**config.mk**
```make
export PLATFORM = sky130hd
export DESIGN_NAME = chan_scan_mux
export DESIGN_NICKNAME = d
export VERILOG_FILES = /design/src/rtl/chan_scan_mux.sv
export SDC_FILE = /design/constraint.sdc
export NUM_CORES = 1
export LEC_CHECK = 0
export ABC_CLOCK_PERIOD_IN_PS = 3200
export CAP_MARGIN = 25
export CORE_MARGIN = 2
export CORE_UTILIZATION = 50
export CTS_BUF_LIST = sky130_fd_sc_hd__clkbuf_4 sky130_fd_sc_hd__clkbuf_8
export CTS_CLUSTER_DIAMETER = 30
export DETAILED_ROUTE_END_ITERATION = 6
export PLACE_DENSITY = 0.8
export SYNTH_ARGS = -nofsm -noshare
export SYNTH_HDL_FRONTEND = slang
export SYNTH_SLANG_ARGS = --single-unit
```
**constraint.sdc**
```tcl
create_clock -name clk -period 3.2 [get_ports clk]
set_clock_uncertainty 0.05 [all_clocks]
set_input_delay 0.64 -clock clk [delete_from_list [all_inputs] [get_ports clk]]
set_output_delay 0.64 -clock clk [all_outputs]
set_load 0.005 [all_outputs]
```
**src/rtl/chan_scan_mux.sv**
```systemverilog
// chan_scan_mux: N-channel, W-bit registered multiplexer.
//   mode=0 : manual select, the output follows sel_in one cycle later.
//   mode=1 : auto-scan, an internal pointer visits each enabled channel
//            and holds it for DWELL cycles.
// Optional feature macro: CHMUX_FREEZE_EN adds a 'freeze' input that holds
// all state (scan_wrap forced low) while asserted.
module chan_scan_mux #(
  parameter  int N_CH  = 4,
  parameter  int W     = 4,
  parameter  int DWELL = 4,
  localparam int SEL_W = $clog2(N_CH)
) (
  input  logic              clk,
  input  logic              rst_n,
  input  logic              mode,
  input  logic [SEL_W-1:0]  sel_in,
  input  logic [N_CH-1:0]   ch_en,
  input  logic [N_CH*W-1:0] in_bus,
  output logic [W-1:0]      out_data,
  output logic [SEL_W-1:0]  out_sel,
  output logic              out_valid,
  output logic              scan_wrap
`ifdef CHMUX_FREEZE_EN
  ,
  input  logic              freeze
`endif
);

  localparam int               CNT_W    = $clog2(DWELL + 1);
  localparam logic [SEL_W-1:0] LAST_IDX = SEL_W'(N_CH - 1);
  localparam logic [CNT_W-1:0] CNT_LAST = CNT_W'(DWELL - 1);

  logic hold;
`ifdef CHMUX_FREEZE_EN
  assign hold = freeze;
`else
  assign hold = 1'b0;
`endif

  logic [SEL_W-1:0] ptr_q, ptr_d;
  logic [CNT_W-1:0] cnt_q, cnt_d;
  logic [W-1:0]     out_data_q, out_data_d;
  logic [SEL_W-1:0] out_sel_q, out_sel_d;
  logic             out_valid_q, out_valid_d;
  logic             scan_wrap_q, scan_wrap_d;

  // Channel lookups; an index beyond N_CH-1 matches nothing and reads as
  // "not a legal channel".
  logic             sel_ok, sel_en, ptr_ok, ptr_en;
  logic [W-1:0]     sel_data, ptr_data;
  logic [SEL_W-1:0] next_ptr, cand;
  logic             found;

  function automatic logic en_at(input logic [N_CH-1:0] en, input logic [SEL_W-1:0] idx);
    logic r;
    r = 1'b0;
    for (int k = 0; k < N_CH; k++) begin
      if (idx == SEL_W'(k)) r = en[k];
    end
    return r;
  endfunction

  // Decode the manual select and the scan pointer into data/enable.
  always_comb begin
    // NOTE: every variable gets a default before any branch so no latch is inferred.
    sel_ok   = 1'b0;
    sel_en   = 1'b0;
    sel_data = '0;
    ptr_ok   = 1'b0;
    ptr_en   = 1'b0;
    ptr_data = '0;
    for (int k = 0; k < N_CH; k++) begin
      if (sel_in == SEL_W'(k)) begin
        sel_ok   = 1'b1;
        sel_en   = ch_en[k];
        sel_data = in_bus[k*W +: W];
      end
      if (ptr_q == SEL_W'(k)) begin
        ptr_ok   = 1'b1;
        ptr_en   = ch_en[k];
        ptr_data = in_bus[k*W +: W];
      end
    end
  end

  // Next enabled channel strictly above the pointer, wrapping explicitly at
  // N_CH-1 so non-power-of-2 channel counts never visit a phantom index.
  // A lone enabled channel finds itself after a full lap.
  always_comb begin
    next_ptr = ptr_q;
    found    = 1'b0;
    cand     = ptr_q;
    for (int i = 0; i < N_CH; i++) begin
      cand = (cand >= LAST_IDX) ? '0 : cand + 1'b1;
      if (!found && en_at(ch_en, cand)) begin
        next_ptr = cand;
        found    = 1'b1;
      end
    end
  end

  // Next-state logic for pointer, dwell counter and registered outputs.
  always_comb begin
    ptr_d       = ptr_q;
    cnt_d       = cnt_q;
    out_data_d  = out_data_q;
    out_sel_d   = out_sel_q;
    out_valid_d = out_valid_q;
    scan_wrap_d = 1'b0;
    if (!hold) begin
      if (!mode) begin
        // Manual: the counter idles at zero so auto mode starts a fresh dwell.
        ptr_d       = sel_in;
        cnt_d       = '0;
        out_sel_d   = sel_in;
        out_valid_d = sel_ok & sel_en;
        if (sel_ok) out_data_d = sel_data;
      end else begin
        out_sel_d   = ptr_q;
        out_valid_d = ptr_ok & ptr_en;
        if (ptr_ok) out_data_d = ptr_data;
        // With nothing enabled the scan parks: pointer and counter hold.
        if (|ch_en) begin
          if (cnt_q == CNT_LAST) begin
            cnt_d       = '0;
            ptr_d       = next_ptr;
            scan_wrap_d = (next_ptr <= ptr_q);
          end else begin
            cnt_d = cnt_q + 1'b1;
          end
        end
      end
    end
  end

  // State registers; reset clears everything regardless of freeze.
  always_ff @(posedge clk or negedge rst_n) begin
    // NOTE: sequential state uses non-blocking assignment so all flops update together.
    if (!rst_n) begin
      ptr_q       <= '0;
      cnt_q       <= '0;
      out_data_q  <= '0;
      out_sel_q   <= '0;
      out_valid_q <= 1'b0;
      scan_wrap_q <= 1'b0;
    end else begin
      ptr_q       <= ptr_d;
      cnt_q       <= cnt_d;
      out_data_q  <= out_data_d;
      out_sel_q   <= out_sel_d;
      out_valid_q <= out_valid_d;
      scan_wrap_q <= scan_wrap_d;
    end
  end

  assign out_data  = out_data_q;
  assign out_sel   = out_sel_q;
  assign out_valid = out_valid_q;
  assign scan_wrap = scan_wrap_q;

endmodule

```
Word-level counts from Yosys, hierarchy flattened
Cells that the tools add are included.
{"block": "op_classes", "n_lt_le_gt_ge": 5, "eq_ne": 22, "muxes": 65, "n_reduce_logical": 16, "bitwise_logic": 2, "add_sub_neg": 5}
{"operator": "$mux W4", "n": 11}
{"operator": "$mux W1", "n": 39}
{"operator": "$eq A2 B2 Y1 const B", "n": 12}
{"operator": "$mux W2", "n": 12}
{"operator": "$eq A2 B1 Y1 const B", "n": 6}
{"operator": "$logic_not A2 Y1", "n": 6}
{"operator": "$mux W3", "n": 3}
{"operator": "$add A2 B1 Y2 const B", "n": 4}
{"operator": "$ge A2 B2 Y1 const B", "n": 4}
{"operator": "$ne A2 B1 Y1 const B", "n": 3}
{"operator": "$reduce_and A2 Y1", "n": 2}
{"operator": "$reduce_or A4 Y1", "n": 1}
{"operator": "$add A3 B1 Y3 const B", "n": 1}
{"operator": "$eq A3 B2 Y1 const B", "n": 1}
{"operator": "$logic_and A1 B1 Y1", "n": 3}
{"operator": "$logic_not A1 Y1", "n": 3}
{"operator": "$and A1 B1 Y1", "n": 2}
{"operator": "$le A2 B2 Y1", "n": 1}
{"operator": "$reduce_bool A2 Y1", "n": 1}
{"block": "word_totals", "in_bits": 25, "ff_bits": 13}

Longest topological paths before layout
Gate-level depths: netlist (run 1).
{"block": "depth", "ltp_word": 21, "depth_mapped": 13, "mapped_depth_nobuf": 12}

Least setup slack after synthesis (run 1)
OpenSTA, ideal clock, no wires.
{"block": "synth_path", "path_kind": "register to register", "start": "register ptr_q[0]", "end": "register scan_wrap_q, in the netlist scan_wrap", "arrival_ps": 2672, "stages_incl_launch_ff": 13, "path_buffers": 0, "setup_ps": 101, "period_less_slack_ps": 2823, "path_slack_ps": 377, "path_cell_list": "dfrtp_1 -> inv_1 -> ha_1 -> a211oi_1 -> a211oi_1 -> or2_1 -> or4_1 -> o211ai_1 -> nor2_1 -> ha_1 -> a21oi_1 -> a21oi_1 -> nor4_1"}
{"block": "synth_via", "elab_chain_cells": 21, "elab_cells_between_ends": 61, "cone_classes": "add/sub (4); order compare (5); eq/ne (12); mux (30); reduce/logical (10)"}
{"element": "start: declaration", "line": "40", "source": "logic [SEL_W-1:0] ptr_q, ptr_d;"}
{"element": "start signal: assignment", "line": "147", "source": "ptr_q <= ptr_d;"}
{"element": "branches (longest 17 deep; another with $add A2 B1 Y2)"}
{"element": "$le A2 B2 Y1 (*)", "line": "127", "source": "scan_wrap_d = (next_ptr <= ptr_q);"}
{"element": "$mux W1 (*)", "line": "124", "source": "if (cnt_q == CNT_LAST) begin"}
{"element": "$mux W1 (*)", "line": "123", "source": "if (|ch_en) begin"}
{"element": "$mux W1 (*)", "line": "111", "source": "if (!mode) begin"}
{"element": "net scan_wrap_d", "line": "45", "source": "logic scan_wrap_q, scan_wrap_d;"}
{"element": "end signal: assignment", "line": "152", "source": "scan_wrap_q <= scan_wrap_d;"}
{"element": "end: declaration", "line": "45"}
Mark *: on every way through the listed nets, which the timed path passes.
A chain may end at the register's enable or synchronous reset.

Final worst setup path (run 1)
Same ends and word-level chain as after synthesis.

==> results of run 1 <==
==> per-layer routing <==
metal / GRT usage / part of all wire
met5: 0 / 0
met4: 0.0897 / 0.022
met3: 0.0452 / 0.063
met2: 0.490 / 0.50
met1: 0.311 / 0.42
==> cells in the final DEF (no fill, tap or decap), drive strengths merged, types with 5 or more instances in the layout <==
master         Yosys  layout
buf                2      10
nor2               7       7
clkdlybuf4s50      0      31
mux4               5       5
nor2b              6       6
nand3b             6       6
inv                5       5
a21oi             13      13
dfrtp             13      13
ha                11      11
a211oi             9       9
o21ai              9       9
nand2             15      15
==> state kept, by name, indices dropped and copies added, names as in the netlist <==
register / cells
ptr_q: 2
cnt_q: 3
scan_wrap: 1
out_valid: 1
out_data: 4
out_sel: 2
==> tightest hold or removal path: stages (launching register included) <==
cell and delay [ns]:
dfrtp_1 0.38, nand2_1 0.07, a21oi_1 0.04
==> cells by family (layout without fill, tap and decap cells) <==
logic type	count (synthesis)	count (layout)
muxes	6	6
AOI/OAI and AO/OA	44	44
adders and majority gates	11	11
and+or+nand+nor	49	49
DFF	13	13
buffers and inverters	13	52
==> through the flow <==
stage               TNS, ns  cell area (um2)  std cells   util  setup WS [ns]
floorplan                 0             1200        136      -          0.377
global placement          0             1600        199  0.716         0.0363
detailed placement   -0.163             1600        199  0.716         -0.163
CTS                       0             1630        203  0.729         0.0695
global route              0             1640        203  0.735         0.0366
finish                    0             1640        203  0.735          0.222
==> synthesized netlist by cell type (all sizes together) <==
library cell | instances | area, um2
o21ai | 9 | 45.0
nor3 | 3 | 15.0
nor3b | 2 | 15.0
a221oi | 2 | 17.5
or2 | 1 | 6.26
dfrtp | 13 | 325
clkbuf | 5 | 18.8
nor4 | 2 | 12.5
o21a | 1 | 7.51
clkinv | 1 | 3.75
o31a | 1 | 8.76
a211oi | 9 | 67.6
inv | 5 | 18.8
nand2b | 1 | 6.26
mux4 | 5 | 116
nand3 | 1 | 5.00
o211a | 1 | 10.0
a21oi | 13 | 65.1
ha | 11 | 138
o211ai | 2 | 15.0
mux2 | 1 | 11.3
o2bb2ai | 4 | 35.0
nand2 | 15 | 56.3
nand3b | 6 | 45.0
buf | 2 | 12.5
o21bai | 1 | 7.51
o31ai | 1 | 7.51
or4 | 2 | 16.3
nor2 | 7 | 26.3
nor2b | 6 | 37.5
or3b | 1 | 8.76
or4b | 1 | 10.0
and2b | 1 | 8.76
==> power breakdown <==
part	total, mW	switching [mW]	leakage, nW	internal (mW)
combinational	0.326	0.155	0.491	0.171
clock	0.117	0.0601	0.0184	0.0569
sequential	0.200	0.0151	0.161	0.185
total	0.643	0.230	0.670	0.413
==> worst paths after layout <==
| kind | depth (start not counted) | endpoint | slack (ns) |
|---|---|---|---|
| worst min register to register | 2 | cnt_q[2] | 0.46 |
| worst max register to register | 12 | scan_wrap | 0.22 |
| worst max-delay path | 12 | scan_wrap | 0.22 |
| min in group asynchronous | 1 | out_data[3] | 0.67 |
| max in group asynchronous | 1 | ptr_q[0] | 1.97 |
| worst min-delay path | 2 | cnt_q[2] | 0.46 |
==> what timing repair did <==
item | in CTS | in global routing
hold buffers | 0 | 0
gates resized for setup | 0 | 8
setup buffers | 0 | 0
endpoints found under the setup margin | 0 | 1
==> cell type report <==
cell class	count	area share
clock buffers	4	0.0183
inverters	6	0.0137
multi-input cells	110	0.505
flip-flops and latches	13	0.200
well taps	28	0.0213
repair buffers	42	0.242
==> out/metrics.yaml, run 1 <==
status:
  outcome: "complete, no violations"
place:
  dp_hpwl_mm: 2.64
  globalplace.congestion: 0.826
  numPortBuffers: 32
setup_path:
  arrival_ns: 3.11
  cp_common_cell: "a21oi_1"
  crit_chain: "inv_1 > ha_2 > nor3b_1 > a211oi_1 > or2_1 > or4_1 > o211ai_1 > nor2_1 > ha_1 > a21oi_1 > a21oi_1 > nor4_1"
  startpoint: "ptr_q[0]"
  critPathTopFamily: "simple AND/OR/NAND/NOR gates"
  critPathMaxStageDelay_ns: 0.52
  start_kind: "flop"
  cp_slowest_cell: "or4_1"
  cp.required_ns: 3.33
  crit_fanout: 7
  worstSetupPathType: "flop to flop"
  r2r-start: "ptr_q[0]"
  end_kind: "flop"
  cp_num_buf_inv: 1
clocking:
  cts-root-buf: "clkbuf_4"
  clock_path_buffers: 2
  cts_tree: "done"
  cts_buffers: 3
  cts.clk_slew.worst_paths_ns: 0.07
  clock_sinks: 13
  htreeDepth: 1
  clkLatencyLatePin_ns: 0.29
route:
  wl_per_cell_um: 16.8
  drt_iter0_drc: 57
  antenna_left: 0
  routed_wirelength_mm: 3.41
  viasPerCell: 6.05
  dr.pass1.iters: 4
  drc: 0
  vias: 1228
power:
  vdd_drop_max_uv: 299
  pwr_density_cell_mw_per_mm2: 392
  leakage_nw: 0.670
  p_total_mw: 0.643
global_route:
  grt_pass1_wl_mm: 5.44
  grt_use_total: 0.267
  grt_max_degree: 14
  antenna_found_initial: 0
  grt_overflow: 0
  grt_pass1_vias: 1231
synth:
  synth_mux_area_frac: 0.106
  synth_simple_gate_area_share: 0.224
  synth_xor_xnor_area_share: 0
  synth_fa_ha_area_frac: 0.115
  ys_types: 36
  syn_inst: 136
  synthesis.area_mm2: 0.00120
  synth_seq_cells: 13
  synth_top_family_by_area: "compound AO/OA/AOI/OAI gates"
  synth_area_per_cell_um2: 8.82
  syn-num-nets: 172
  ys_seq_area_frac: 0.271
  synth_compound_area_frac: 0.239
  ys_warn_count: 0
final_layout:
  nNetsFinal: 212
  multi_input_area_um2: 828
  antennaDiodeCount: 0
  fillers: 173
  seqCellArea_um2: 328
  area_delta_synth_final_pct: 36.8
  drive_gt1_frac: 0.154
floorplanning:
  start_util: 0.537
  dieHeight_um: 53.0
  dieArea_mm2: 0.00281
  die_width_um: 53.0
  io_pins: 33
  core_area_mm2: 0.00223
  std_cell_rows: 17
timing:
  rsz0062_at_grt: "no"
  finalCritPeriodShare: 0.931
  period_needed_ns: 2.98
  slew_viol_final: 0
  fin_hold_ws_ns: 0.462
  worst_pin_slew_ns: 0.610
  max-slew-margin-rel: 0.592
  finalSetupViolCount: 0
  max_freq_mhz: 336
  hold_viol_final: 0
min_path:
  hp-start: "cnt_q[2]"
  hp-class: "flop to flop"
run:
  maxCapViolCount: 0
No activity file was read; power rests on OpenSTA's default activity.
==> run 2, diff against run 1 <==
- CAP_MARGIN: 25 -> 20
- REMOVE_ABC_BUFFERS: not set -> 1
==> run 2 against run 1 <==
Effect of this change:
- sequential power hardly changed
- clock-buffer cell count is 1 lower
- global-route usage is 1.1 points lower
- sequential share of layout area is 0.092 points higher
- power is 0.85% lower
- cell count is 0.49% lower
- register-to-register slack hardly changed
- critical path depth stayed put
- flip-flop and latch count stayed put
- via count is 3.2% higher
- die area stayed put
- largest power group unchanged
==> out/metrics.yaml, run 2 (synthesized netlist as in run 1, its figures left out) <==
power:
  vdd_drop_max_uv: 300
  leakage_nw: 0.656
  pwr_density_cell_mw_per_mm2: 390
  p_total_mw: 0.638
setup_path:
  worstSetupPathType: "primary input to flop"
  r2r_cells: 12
  cp.required_ns: 3.33
  cp_num_buf_inv: 2
  arrival_ns: 3.10
  start_kind: "primary input"
  end_kind: "flop"
  crit_fanout: 5
  r2r-start: "ptr_q[1]"
  rrSetupSlack_ns: 0.23
  crit_chain: "clkdlybuf4s50_1 > buf_4 > a211oi_1 > o21ai_0 > o211ai_1 > or4b_1 > o211ai_1 > nor2_1 > ha_1 > a21oi_1 > a21oi_1 > nor4_1"
  cp_slowest_cell: "or4b_1"
  critPathTopFamily: "compound AO/OA/AOI/OAI gates"
  critPathMaxStageDelay_ns: 0.48
  r2r-end: "scan_wrap"
clocking:
  cts.clk_slew.worst_paths_ns: 0.08
  cts_tree: "done"
  clock_path_buffers: 2
  clkLatencyLatePin_ns: 0.28
  htreeDepth: 1
  cts_buffers: 3
  clock_sinks: 13
  cts-root-buf: "clkbuf_4"
  cts_setup_buffers: 0
final_layout:
  nNetsFinal: 211
  drive_gt1_frac: 0.155
  multi_input_area_um2: 833
  largest_reg_flops: 4
  seqCellArea_um2: 328
  antennaDiodeCount: 0
  area_delta_synth_final_pct: 36.2
  fillers: 179
  final_common_cell: "clkdlybuf4s50_1"
  layout_common_cells: "clkdlybuf4s50_1, nand2_1, a21oi_1"
floorplanning:
  start_util: 0.537
  io_pins: 33
  dieHeight_um: 53.0
  dieArea_mm2: 0.00281
  die_width_um: 53.0
  std_cell_rows: 17
  core_area_mm2: 0.00223
global_route:
  use_met1: 0.296
  gr-max-usage-layer: "met2"
  use_met3: 0.0480
  grt_max_degree: 15
  grt_overflow: 0
  grt_use_met2: 0.477
  grt_use_total: 0.256
  grt_pass1_vias: 1186
  grt_pass1_wl_mm: 5.27
  antenna_found_initial: 0
min_path:
  whs_path_depth: 2
  min_to: "cnt_q[2]"
  hp-start: "cnt_q[2]"
  hp-class: "flop to flop"
place:
  numPortBuffers: 32
  dp_hpwl_mm: 2.53
  globalplace.congestion: 0.788
  pre_cts_ws_ns: -0.0437
timing:
  slew_viol_final: 0
  hold_viol_final: 0
  period_needed_ns: 2.97
  fin_ws_ns: 0.228
  finalSetupViolCount: 0
  rsz0062_at_grt: "no"
  max-slew-margin-rel: 0.546
  worst_pin_slew_ns: 0.676
  finalCritPeriodShare: 0.929
  max_freq_mhz: 336
status:
  outcome: "complete, no violations"
route:
  drc: 0
  vias: 1267
  viasPerCell: 6.27
  antenna_left: 0
  dr.pass1.iters: 4
  drt_iter0_drc: 39
  routed_wirelength_mm: 3.40
  wl_per_cell_um: 16.8
run:
  maxCapViolCount: 0
## run 2: worst max-delay path by stage
stage | startpoint | to | cells past startpoint
3_3_place_gp | ch_en[2] | scan_wrap | 11
3_5_place_dp | ch_en[2] | scan_wrap | 11
5_1_grt | ptr_q[1] | scan_wrap | 12
6_report | ch_en[1] | scan_wrap | 12
4_1_cts | ptr_q[0] | scan_wrap | 12
2_1_floorplan | ptr_q[0] | scan_wrap | 12
## run 2: area by class of cell
type                    instances  area share
clock inverters                 1     0.00306
clock buffers                   3      0.0138
multi-input cells             110       0.510
inverters                       6      0.0138
well taps                      28      0.0214
flip-flops and latches         13       0.201
repair buffers                 41       0.237
## run 2: timing repair
action,4_1_cts,5_1_grt
resized for setup,0,7
hold buffers,0,0
setup endpoints to repair,0,1
## run 2: through the flow
stage / std cells / utilization / TNS [ns] / hold WS, ns / cell area (um2)
after floorplan: 129 / - / 0 / 0.294 / 1170
after global placement: 198 / 0.713 / 0 / 0.445 / 1590
after detailed placement: 198 / 0.713 / -0.0437 / 0.465 / 1590
after CTS: 202 / 0.725 / 0 / 0.479 / 1620
after global routing: 202 / 0.732 / 0 / 0.501 / 1630
final: 202 / 0.732 / 0 / 0.480 / 1630
## run 2: where the power goes
part | switching (mW) | total, mW | internal, mW
registers | 0.0155 | 0.201 | 0.185
logic | 0.158 | 0.334 | 0.175
clock network | 0.0572 | 0.104 | 0.0463
## run 2: tightest hold or removal path, delay by kind of cell, from the launching register on
family | cells | cell delay, ns
AND/OR/NAND/NOR | 1 | 0.07
AO/OA/AOI/OAI | 1 | 0.04
flip-flops | 1 | 0.39
## run 2: per-layer routing
metal / part of all wire / routed length, um / up-vias
met2: 0.51 / 1730 / 51
met4: 0.018 / 61 / 0
met5: 0 / 0 / -
met3: 0.057 / 195 / 9
li1: - / - / 595
met1: 0.42 / 1410 / 612
==> run 3, diff against run 2 <==
- HOLD_SLACK_MARGIN: not set -> 0.08
- MAX_ROUTING_LAYER: not set -> met4
==> run 3 against run 2 <==
Effect of this change:
- register-to-register slack about the same
- sequential share of layout area is the same
- wire length down 0.12%
- critical path depth unchanged
- critical endpoint unchanged
- cell count did not move
- clock power about the same
- power about the same
- via count decreased by 0.39%
==> out/metrics.yaml, run 3 (synthesized netlist as in run 1, its figures left out) <==
power:
  vdd_drop_max_uv: 300
  p_total_mw: 0.638
  pwr_density_cell_mw_per_mm2: 391
  leakage_nw: 0.656
setup_path:
  rrSetupSlack_ns: 0.23
  crit_chain: "clkdlybuf4s50_1 > buf_4 > a211oi_1 > o21ai_0 > o211ai_1 > or4b_1 > o211ai_1 > nor2_1 > ha_1 > a21oi_1 > a21oi_1 > nor4_1"
  critical_path_depth: 12
  end_kind: "flop"
  start_kind: "primary input"
  worstSetupPathType: "primary input to flop"
  r2r_cells: 12
  cp_slowest_cell: "or4b_1"
  arrival_ns: 3.10
  cp_num_buf_inv: 2
  critPathMaxStageDelay_ns: 0.48
  crit_fanout: 5
  cp.required_ns: 3.33
  critPathTopFamily: "compound AO/OA/AOI/OAI gates"
route:
  viasPerCell: 6.25
  vias: 1262
  drt_iter0_drc: 36
  wl_per_cell_um: 16.8
  routed_wirelength_mm: 3.39
  antenna_left: 0
  dr.pass1.iters: 4
  drc: 0
clocking:
  cts_buffers: 3
  cts-root-buf: "clkbuf_4"
  cts.clk_slew.worst_paths_ns: 0.08
  cts_tree: "done"
  clock_sinks: 13
  clkLatencyLatePin_ns: 0.28
  cts_setup_buffers: 0
  clock_path_buffers: 2
  htreeDepth: 1
floorplanning:
  die_width_um: 53.0
  start_util: 0.537
  dieArea_mm2: 0.00281
  dieHeight_um: 53.0
  io_pins: 33
  std_cell_rows: 17
  core_area_mm2: 0.00223
final_layout:
  layout_common_cells: "clkdlybuf4s50_1, nand2_1, a21oi_1"
  final_design_area_no_fill_mm2: 0.00163
  seqCellArea_um2: 328
  nNetsFinal: 211
  final_common_cell: "clkdlybuf4s50_1"
  final_cells: 202
  drive_gt1_frac: 0.155
  antennaDiodeCount: 0
  area_delta_synth_final_pct: 36.2
  fillers: 179
  largest_reg_flops: 4
  multi_input_area_um2: 833
place:
  globalplace.congestion: 0.799
  numPortBuffers: 32
  place_inst: 198
  placed_area_mm2: 0.00159
  pre_cts_ws_ns: -0.0437
  dp_hpwl_mm: 2.53
timing:
  slew_viol_final: 0
  period_needed_ns: 2.97
  rsz0062_at_grt: "no"
  finalSetupViolCount: 0
  hold_viol_final: 0
  max-slew-margin-rel: 0.546
  fin_ws_ns: 0.231
  max_freq_mhz: 337
  worst_pin_slew_ns: 0.676
  finalCritPeriodShare: 0.928
global_route:
  grt_overflow: 0
  grt_pass1_wl_mm: 5.29
  grt_pass1_vias: 1186
  antenna_found_initial: 0
  grt_use_total: 0.263
  grt_max_degree: 15
min_path:
  hp-class: "flop to flop"
  whs_path_depth: 2
status:
  outcome: "complete, no violations"
run:
  maxCapViolCount: 0
run 3: cell counts in the layout (fill, tap and decap cells not counted):
Identical to the previous run, type by type.
run 3: repair_timing:
action / 4_1_cts / 5_1_grt
resized for setup: 0 / 7
endpoints found under the setup margin: 0 / 1
hold buffers: 0 / 0
run 3: cell type report:
class,instances,area share
Multi-Input combinational cell,110,0.510
Clock buffer,3,0.0138
Clock inverter,1,0.00306
Sequential cell,13,0.201
Timing Repair Buffer,41,0.237
Inverter,6,0.0138
Tap cell,28,0.0214
run 3: per-layer routing:
layer	GRT usage	part of all wire
met1	0.298	0.42
met4	0.0684	0.016
met2	0.477	0.51
met3	0.0480	0.053
met5	-	0
run 3: final timing paths:
kind | from | to
worst min-delay path | cnt_q[2] | cnt_q[2]
max in group asynchronous | rst_n | ptr_q[0]
worst max register to register | ptr_q[1] | scan_wrap
worst min register to register | cnt_q[2] | cnt_q[2]
worst max-delay path | ch_en[1] | scan_wrap
min in group asynchronous | rst_n | out_data[3]
run 3: worst register-to-register path, cell delays in order (launching register included):
cell and delay, ns:
dfrtp_2 0.45, inv_1 0.18, ha_2 0.28, nor3b_1 0.22, a211oi_1 0.09, or2_1 0.27
or4_1 0.50, o211ai_1 0.13, nor2_1 0.07, ha_1 0.29, a21oi_1 0.13, a21oi_1 0.06
nor4_1 0.17
run 3: stage by stage:
stage	hold WS, ns	utilization	TNS [ns]
after CTS	0.479	0.725	0
final	0.480	0.732	0
after global placement	0.445	0.713	0
after global routing	0.501	0.732	0
after detailed placement	0.465	0.713	-0.0437
after floorplan	0.294	-	0
run 3: power by group:
part | total, mW | internal [mW] | switching, mW
Combinational | 0.334 | 0.175 | 0.158
Sequential | 0.201 | 0.185 | 0.0156
Clock | 0.104 | 0.0463 | 0.0575
